### src/rtl/imem_pkg.sv
// Shared types and helpers for the instruction fetch memory.
package imem_pkg;

  // Halt instruction used to clear memory and to answer bad fetches.
  localparam logic [15:0] FILL_DEFAULT = 16'hEFFF;

  typedef enum logic {
    INIT,
    RUN
  } state_e;

  // Result of splitting a byte address into a word index and an alignment flag.
  typedef struct packed {
    logic [31:0] idx;
    logic        misaligned;
  } addr_dec_t;

  // Word index is the byte address shifted by log2(bytes per word); any set
  // bit below that shift means the address does not start a word.
  function automatic addr_dec_t decodeAddr(input logic [31:0] addr, input int unsigned shift);
    addr_dec_t dec;
    dec.idx        = addr >> shift;
    dec.misaligned = (addr & ((32'd1 << shift) - 32'd1)) != 32'd0;
    return dec;
  endfunction

endpackage

### src/rtl/instr_fetch_mem_if.sv
// Fetch, result and program-load signals between a core and the fetch memory.
interface instr_fetch_mem_if #(
  parameter int IW = 16,
  parameter int AW = 16
);
  logic          fetch_req;
  logic [AW-1:0] fetch_addr;
  logic          fetch_ready;
  logic          stall;
  logic          flush;
  logic          inst_valid;
  logic [IW-1:0] inst;
  logic [AW-1:0] inst_addr;
  logic          fetch_err;
  logic          prog_we;
  logic [AW-1:0] prog_addr;
  logic [IW-1:0] prog_data;
  logic          init_done;

  modport master (
    output fetch_req, fetch_addr, stall, flush, prog_we, prog_addr, prog_data,
    input  fetch_ready, inst_valid, inst, inst_addr, fetch_err, init_done
  );

  modport slave (
    input  fetch_req, fetch_addr, stall, flush, prog_we, prog_addr, prog_data,
    output fetch_ready, inst_valid, inst, inst_addr, fetch_err, init_done
  );
endinterface

### src/rtl/im_rdpipe.sv
// LAT-stage delay line carrying fetch results, frozen by stall and emptied by flush.
module im_rdpipe #(
  parameter int IW  = 16,
  parameter int AW  = 16,
  parameter int LAT = 1
) (
  input  logic          clk,
  input  logic          rst,
  input  logic          stall_i,
  input  logic          flush_i,
  input  logic          valid_i,
  input  logic [IW-1:0] data_i,
  input  logic [AW-1:0] addr_i,
  input  logic          err_i,
  output logic          valid_o,
  output logic [IW-1:0] data_o,
  output logic [AW-1:0] addr_o,
  output logic          err_o
);

  logic          valid_q [LAT];
  logic [IW-1:0] data_q  [LAT];
  logic [AW-1:0] addr_q  [LAT];
  logic          err_q   [LAT];

  // Shift one stage per unstalled cycle; flush drops every in-flight valid
  // but still takes the request accepted alongside it (a redirect target).
  always_ff @(posedge clk or negedge rst) begin
    if (!rst) begin
      for (int k = 0; k < LAT; k++) begin
        valid_q[k] <= 1'b0;
        data_q[k]  <= '0;
        addr_q[k]  <= '0;
        err_q[k]   <= 1'b0;
      end
    end else begin
      if (flush_i) begin
        for (int k = 0; k < LAT; k++) begin
          valid_q[k] <= 1'b0;
        end
        valid_q[0] <= valid_i;
      end else if (!stall_i) begin
        valid_q[0] <= valid_i;
        for (int k = 1; k < LAT; k++) begin
          valid_q[k] <= valid_q[k-1];
        end
      end
      if (!stall_i) begin
        data_q[0] <= data_i;
        addr_q[0] <= addr_i;
        err_q[0]  <= err_i;
        for (int k = 1; k < LAT; k++) begin
          data_q[k] <= data_q[k-1];
          addr_q[k] <= addr_q[k-1];
          err_q[k]  <= err_q[k-1];
        end
      end
    end
  end

  assign valid_o = valid_q[LAT-1];
  assign data_o  = data_q[LAT-1];
  assign addr_o  = addr_q[LAT-1];
  assign err_o   = err_q[LAT-1];

endmodule

### src/rtl/instr_fetch_mem.sv
// Instruction memory with self-clearing init, program-load port and pipelined fetch.
module instr_fetch_mem
  import imem_pkg::*;
#(
  parameter int            IW    = 16,
  parameter int            AW    = 16,
  parameter int            DEPTH = 128,
  parameter int            LAT   = 1,
  parameter logic [IW-1:0] FILL  = IW'(FILL_DEFAULT)
) (
  input logic              clk,
  input logic              rst,
  instr_fetch_mem_if.slave bus
);

  localparam int unsigned SH = $clog2(IW / 8);
  localparam int          CW = (DEPTH > 1) ? $clog2(DEPTH) : 1;

  state_e        state_q;
  logic [CW-1:0] cnt_q;
  logic          initDone_q;

  logic [IW-1:0] mem [DEPTH];

  addr_dec_t     fDec;
  addr_dec_t     pDec;
  logic          fErr;
  logic          pOk;
  logic [CW-1:0] fIdx;
  logic [CW-1:0] pIdx;
  logic [IW-1:0] rdData;
  logic          accept;

  assign fDec = decodeAddr(32'(bus.fetch_addr), SH);
  assign pDec = decodeAddr(32'(bus.prog_addr), SH);
  assign fErr = fDec.misaligned || (fDec.idx >= 32'(DEPTH));
  assign pOk  = !pDec.misaligned && (pDec.idx < 32'(DEPTH));
  assign fIdx = fDec.idx[CW-1:0];
  assign pIdx = pDec.idx[CW-1:0];

  // Memory is read combinationally in the accept cycle, so a same-cycle
  // program write to the same word only lands after this read.
  assign rdData = fErr ? FILL : mem[fIdx];

  assign bus.fetch_ready = (state_q == RUN) && !bus.stall;
  assign bus.init_done   = initDone_q;
  assign accept          = bus.fetch_req && bus.fetch_ready;

  // Init sequencer: walk every word once after reset, then run forever.
  always_ff @(posedge clk or negedge rst) begin
    if (!rst) begin
      state_q    <= INIT;
      cnt_q      <= '0;
      initDone_q <= 1'b0;
    end else if (state_q == INIT) begin
      cnt_q <= cnt_q + 1'b1;
      if (cnt_q == CW'(DEPTH - 1)) begin
        state_q    <= RUN;
        initDone_q <= 1'b1;
      end
    end
  end

  // Storage writes: the clear pattern during init, program loads afterwards
  // (independent of stall); bad program addresses are dropped.
  always_ff @(posedge clk) begin
    if (state_q == INIT) begin
      mem[cnt_q] <= FILL;
    end else if (bus.prog_we && pOk) begin
      mem[pIdx] <= bus.prog_data;
    end
  end

  im_rdpipe #(
    .IW  (IW),
    .AW  (AW),
    .LAT (LAT)
  ) u_rdpipe (
    .clk     (clk),
    .rst     (rst),
    .stall_i (bus.stall),
    .flush_i (bus.flush),
    .valid_i (accept),
    .data_i  (rdData),
    .addr_i  (bus.fetch_addr),
    .err_i   (fErr),
    .valid_o (bus.inst_valid),
    .data_o  (bus.inst),
    .addr_o  (bus.inst_addr),
    .err_o   (bus.fetch_err)
  );

endmodule

### src/flat_wrapper.sv
// flat-port wrapper written by rule: the top's interface ports become plain ports
module instr_fetch_mem_flat import imem_pkg::*;
#(
  parameter int            IW    = 16,
  parameter int            AW    = 16,
  parameter int            DEPTH = 128,
  parameter int            LAT   = 1,
  parameter logic [IW-1:0] FILL  = IW'(FILL_DEFAULT)
)
  (clk, rst, bus_fetch_req, bus_fetch_addr, bus_stall, bus_flush, bus_prog_we, bus_prog_addr, bus_prog_data, bus_fetch_ready, bus_inst_valid, bus_inst, bus_inst_addr, bus_fetch_err, bus_init_done);
  instr_fetch_mem_if #(.IW(IW), .AW(AW)) bus_i ();
  input logic clk;
  input logic rst;
  input wire logic [$bits(bus_i.fetch_req)-1:0] bus_fetch_req;
  input wire logic [$bits(bus_i.fetch_addr)-1:0] bus_fetch_addr;
  input wire logic [$bits(bus_i.stall)-1:0] bus_stall;
  input wire logic [$bits(bus_i.flush)-1:0] bus_flush;
  input wire logic [$bits(bus_i.prog_we)-1:0] bus_prog_we;
  input wire logic [$bits(bus_i.prog_addr)-1:0] bus_prog_addr;
  input wire logic [$bits(bus_i.prog_data)-1:0] bus_prog_data;
  output wire logic [$bits(bus_i.fetch_ready)-1:0] bus_fetch_ready;
  output wire logic [$bits(bus_i.inst_valid)-1:0] bus_inst_valid;
  output wire logic [$bits(bus_i.inst)-1:0] bus_inst;
  output wire logic [$bits(bus_i.inst_addr)-1:0] bus_inst_addr;
  output wire logic [$bits(bus_i.fetch_err)-1:0] bus_fetch_err;
  output wire logic [$bits(bus_i.init_done)-1:0] bus_init_done;
  assign bus_i.fetch_req = bus_fetch_req;
  assign bus_i.fetch_addr = bus_fetch_addr;
  assign bus_i.stall = bus_stall;
  assign bus_i.flush = bus_flush;
  assign bus_i.prog_we = bus_prog_we;
  assign bus_i.prog_addr = bus_prog_addr;
  assign bus_i.prog_data = bus_prog_data;
  assign bus_fetch_ready = bus_i.fetch_ready;
  assign bus_inst_valid = bus_i.inst_valid;
  assign bus_inst = bus_i.inst;
  assign bus_inst_addr = bus_i.inst_addr;
  assign bus_fetch_err = bus_i.fetch_err;
  assign bus_init_done = bus_i.init_done;
  instr_fetch_mem #(.IW(IW), .AW(AW), .DEPTH(DEPTH), .LAT(LAT), .FILL(FILL)) u_core (.clk(clk), .rst(rst), .bus(bus_i));
endmodule
### config.mk
export PLATFORM = sky130hd
export DESIGN_NAME = instr_fetch_mem_flat
export DESIGN_NICKNAME = d
export VERILOG_FILES = /design/src/rtl/imem_pkg.sv /design/src/rtl/instr_fetch_mem_if.sv /design/src/rtl/im_rdpipe.sv /design/src/rtl/instr_fetch_mem.sv /design/src/flat_wrapper.sv
export SDC_FILE = /design/constraint.sdc
export NUM_CORES = 2
export LEC_CHECK = 0
export BUFFER_PORTS_ARGS = -buffer_cell sky130_fd_sc_hd__buf_2
export CAP_MARGIN = 15
export CORE_UTILIZATION = 50
export DETAILED_ROUTE_END_ITERATION = 7
export PLACE_DENSITY = 0.74
export RECOVER_POWER = 100
export SKIP_CTS_REPAIR_TIMING = 1
export SLEW_MARGIN = 10
export SYNTH_ARGS = -nofsm -noshare
export SYNTH_HDL_FRONTEND = slang
export SYNTH_SLANG_ARGS = --single-unit
### constraint.sdc
create_clock -name clk -period 3.1 [get_ports clk]
set_input_delay 0.155 -clock clk [delete_from_list [all_inputs] [get_ports clk]]
set_output_delay 0.155 -clock clk [all_outputs]
set_load 0.02 [all_outputs]
==> results list <==
* Number of cell rows: about 150
- The H-tree generated during clock tree synthesis spans 4 levels.
* Buffers plus inverters on the worst setup path: 3
- XOR/XNOR share of the synthesized area: less than 1%
* Remaining design rule violation count: 0
- Number of failing setup endpoints in the final timing report: 0
- Clock network fraction of design power: roughly 43%
* Final standard cell count with taps included and fillers excluded: approximately 6400
- Among all flip-flop cells after synthesis, the most frequent one is sky130_fd_sc_hd__edfxtp_1.
- In this design, the stage delay of the slowest critical-path cell is a little under 0.8 ns.
- At the later pin of the worst-skew pair, clock insertion delay measures roughly 0.86 ns.
* Sort of element at the end of the critical path: register
* Arrival time at the worst endpoint: around 3.5 ns
- Compound-Gate Fraction of Synth Area: about 1.7%
- Final wirelength: 214000 microns
* Slowest cell on crit path: sky130_fd_sc_hd__o31ai_2
- Count of synthesis-stage warnings from yosys: 0
- Setup repair after global routing left no endpoint under its margin.
- Required time of the critical path: ~3.6 ns
- After routing, the total negative slack on setup checks comes to 0 ns.
* Clock tree from TritonCTS: done
* Sequential share of power: approximately 54%
- Avg Cell Area, Syn: about 23 sq um
- GR Overflow Total: 0
- Count of antenna-violating nets left after detailed routing: 0
* Share of the synthesized area in the top cell type: 76.3%
* Overall routing resource usage: between 20% and 30%
* Cell Pwr Density: approximately 610 nW/um^2
* Headroom to the max-slew limit: -10.4%
- Maximum number of pins on one net before global-route repair: 129
- The internal portion of the total power is about 0.045 W.
* Die Area: roughly 160000 sq um
* Post-placement worst setup slack: roughly 0.026 ns
* Post-synthesis adder-cell area fraction: less than 1%
- Dividing the detail-routed via count by the number of cells gives 6.51.
- Total cell area at the placement stage: 87800 sq um
- Switching Power: around 0.012 W
- Combinational fraction of design power: around 2.9%
- Of the available clock period, the critical path in the final layout requires a little over nine tenths.
* CTS Buf Count: 192
- The worst path needs slightly above 3 ns of the cycle, external delays included.
* Dominant cell by count in the synthesized netlist: sky130_fd_sc_hd__edfxtp_1
- For this run, asynchronously set or reset flops after synthesis account for 2.06%.
- The biggest area contributor in the post-synthesis netlist is sky130_fd_sc_hd__edfxtp_1.
- Maximum clock path buffer count: 3
* Least-Margin Pin Slew: 1.66 ns
- Number of placed instances, taps included: 6000
* Multiplexer area fraction after synthesis: 17.1%
- For this configuration, the core starts out at a cell density of between 50% and 60%.
- Vertical die dimension: a little over 400 microns
- After floorplanning, the core was sized to cover 159000 sq um.
* Gate Count Post-Synth: between 3000 and 4000
* Number of different library cells in the post-synthesis netlist: 61
- Final RePlAce weighted congestion: slightly above 0.9
- After routing the design area is 92800 sq um.
- The HPWL after detailed placement is ~130000 microns.
* Dominant combinational cell family by area after synthesis: multiplexers
* Number of nets produced by synthesis: ~3600
- Of all nets on the critical path, the largest fanout is 16.
- Achievable clock frequency: 329 MHz
- The clock net in this run drives a total of between 2000 and 2500 sinks.
- I/O Buffers: approximately 90
- Initial antenna violation count: 10
- Classification of the worst-slack hold path: in2reg
- Summing the areas of all and, or, nand and nor instances in the mapped netlist gives under 10% of the synthesized area.
- The final-report max-slew violation count was between 600 and 700.
- Post-route clock skew: slightly below 0.05 ns
* Seq/Total Area, Yosys: 77.7%
* Clock transition at the registers of the reported paths: roughly 0.060 ns
* # IOs: 90
- The number of hold-slack violations in the final timing report was 0.
- Horizontal die dimension: 403 microns
- In this run, synthesis produced a sequential element count of approximately 2100.
* First-pass GRT wire length: between 300000 and 400000 microns
* Total number of vias: 41585
- In the post-synthesis netlist, the biggest area contributors are sky130_fd_sc_hd__edfxtp_1, sky130_fd_sc_hd__mux4_2, sky130_fd_sc_hd__dfrtp_1, sky130_fd_sc_hd__mux2i_1, sky130_fd_sc_hd__nor2_1.
* Clock root buffer master: sky130_fd_sc_hd__clkbuf_16
- Number of enable-type register cells in the synthesized netlist: about 2000
- Switching share of power: 20.7%
- The run finished, with violations left.
- Via count of the first global-routing pass: between 40000 and 50000
- IR analysis of the VDD net gives a maximum drop of between 0.6 and 0.7 mV.
- Synthesis-to-layout area growth: 15.1%
- Syn Std Cell Area: 80600 sq um
- The critical path is of the reg2reg type.
* Layout cells sized above 1: a little under a third
- Max-capacitance violation count: 5
* Leakage power of the design: between 30 and 40 nW
* Gate family responsible for the most delay along the worst path: buffers and inverters
- Number of detailed-routing iterations run before antenna repair: 6
- Average wire per standard cell: roughly 34 microns
- Net count of the finished layout: 4128
- The first routing iteration left approximately 6400 violations.
- By count the netlist is led by sky130_fd_sc_hd__edfxtp_1, sky130_fd_sc_hd__mux4_2, sky130_fd_sc_hd__nor2_1.
- By instance count, the cell type seen most on the critical path is sky130_fd_sc_hd__nor2_1.
- Crit start category: register
* Violations in the final reports: max-capacitance violations, max-slew violations
* List of cells traversed by the critical path: inv_1 > nor2_1 > buf_4 > o31ai_2 > nand2_1 > nor2_1 > buf_2
- Setup slack on the critical path of the routed design comes to 0.0637 ns.
- # fillers: about 11000
-- power groups by stage --
stage / sequential [W] / combinational [W] / clock, W
after detailed placement: 0.0312 / 0.00156 / 0
final: 0.0306 / 0.00161 / 0.0243
after CTS: 0.0306 / 0.00157 / 0.0244
after global routing: 0.0306 / 0.00167 / 0.0254
after global placement: 0.0312 / 0.00155 / 0
after floorplan: 0.0312 / 0.000884 / 0
-- cell usage in the layout (no fill, tap or decap), types with 12 or more instances in the layout --
| cell | synthesis | layout |
|---|---|---|
| sky130_fd_sc_hd__edfxtp_1 | 2048 | 2048 |
| sky130_fd_sc_hd__mux4_2 | 567 | 567 |
| sky130_fd_sc_hd__clkbuf_16 | 0 | 192 |
| sky130_fd_sc_hd__buf_4 | 26 | 179 |
| sky130_fd_sc_hd__nor2_1 | 166 | 164 |
| sky130_fd_sc_hd__clkbuf_1 | 64 | 109 |
| sky130_fd_sc_hd__clkbuf_2 | 0 | 95 |
| sky130_fd_sc_hd__nand2_1 | 91 | 91 |
| sky130_fd_sc_hd__mux2i_1 | 67 | 67 |
| sky130_fd_sc_hd__buf_2 | 55 | 55 |
| sky130_fd_sc_hd__buf_12 | 0 | 50 |
| sky130_fd_sc_hd__clkinv_2 | 0 | 47 |
| sky130_fd_sc_hd__dfrtp_1 | 43 | 43 |
| sky130_fd_sc_hd__clkbuf_4 | 0 | 39 |
| sky130_fd_sc_hd__clkinv_1 | 0 | 37 |
| sky130_fd_sc_hd__o22ai_1 | 36 | 36 |
| sky130_fd_sc_hd__mux2_2 | 32 | 30 |
| sky130_fd_sc_hd__o21ai_0 | 26 | 27 |
| sky130_fd_sc_hd__nand3_1 | 24 | 24 |
| sky130_fd_sc_hd__dlygate4sd3_1 | 0 | 24 |
| sky130_fd_sc_hd__bufinv_16 | 0 | 23 |
| sky130_fd_sc_hd__a22oi_1 | 21 | 21 |
| sky130_fd_sc_hd__a21oi_1 | 19 | 19 |
| sky130_fd_sc_hd__nand2b_1 | 16 | 16 |
| sky130_fd_sc_hd__nand4_1 | 13 | 13 |
| sky130_fd_sc_hd__nor2b_1 | 14 | 12 |
| sky130_fd_sc_hd__or2_2 | 16 | 12 |
-- worst register-to-register path: stages (launching register included) --
cell	delay, ns
sky130_fd_sc_hd__dfrtp_1	0.42
sky130_fd_sc_hd__inv_1	0.18
sky130_fd_sc_hd__nor2_1	0.07
sky130_fd_sc_hd__buf_4	0.16
sky130_fd_sc_hd__o31ai_2	0.78
sky130_fd_sc_hd__nand2_1	0.39
sky130_fd_sc_hd__nor2_1	0.15
sky130_fd_sc_hd__buf_2	0.49
-- metrics by stage --
| step | power [W] | hold WS [ns] | utilization [%] |
|---|---|---|---|
| after floorplan | 0.0321 | -0.141 | - |
| after detailed placement | 0.0327 | 0.207 | 55.2 |
| after CTS | 0.0566 | -0.694 | 59.2 |
| final | 0.0564 | 0.0425 | 58.3 |
| after global placement | 0.0327 | 0.202 | 55.2 |
| after global routing | 0.0577 | 0.0522 | 58.3 |
-- registers in the layout, indices dropped and copies added (netlist names) --
register	cells
u_core.mem	2048
u_core.u_rdpipe.addr_o	16
u_core.u_rdpipe.data_o	16
u_core.cnt_q	7
u_core.bus.init_done	1
u_core.state_q	1
u_core.u_rdpipe.err_o	1
u_core.u_rdpipe.valid_o	1
-- metal layers --
layer | global-route usage (%) | vias up | wire length (microns)
met2 | 41.0 | 2950 | 101000
met5 | 0 | - | 33
met3 | 6.53 | 496 | 25600
met4 | 10.3 | 6 | 9350
met1 | 36.7 | 22005 | 78200
li1 | - | 16128 | -
-- logic make-up (layout without fill, tap and decap cells) --
kind of cell	Yosys count	count (layout)
compound gates	196	196
xor+xnor	6	6
fa+ha+maj	1	1
buf+inv	194	889
flops	2091	2091
mux	666	666
other cells	0	1
simple gates	389	389
-- layout make-up --
| class | count | area (sq um) | share of cell area (%) |
|---|---|---|---|
| Sequential cell | 2091 | 62600 | 67.4 |
| Multi-Input combinational cell | 1258 | 17100 | 18.4 |
| Clock buffer | 230 | 5000 | 5.39 |
| Timing Repair Buffer | 524 | 3990 | 4.30 |
| Tap cell | 2146 | 2690 | 2.89 |
| Clock inverter | 129 | 1460 | 1.57 |
| Inverter | 6 | 22.5 | 0.0243 |
| Antenna cell | 1 | 2.50 | 0.00270 |
-- path summary, 6_finish.rpt --
check	start	endpoint	slack, ns	cells after the start
worst max-delay path	u_core.state_q	u_core.mem[30][8]	0.06	7
worst min-delay path	bus_prog_data[6]	u_core.mem[93][6]	0.04	2
worst max register to register	u_core.state_q	u_core.mem[30][8]	0.06	7
worst min register to register	u_core.bus.init_done	u_core.bus.init_done	0.51	1
max in group asynchronous	rst	u_core.u_rdpipe.addr_o[9]	0.95	4
min in group asynchronous	rst	u_core.state_q	1.18	4
(Power assumes the default switching activity.)
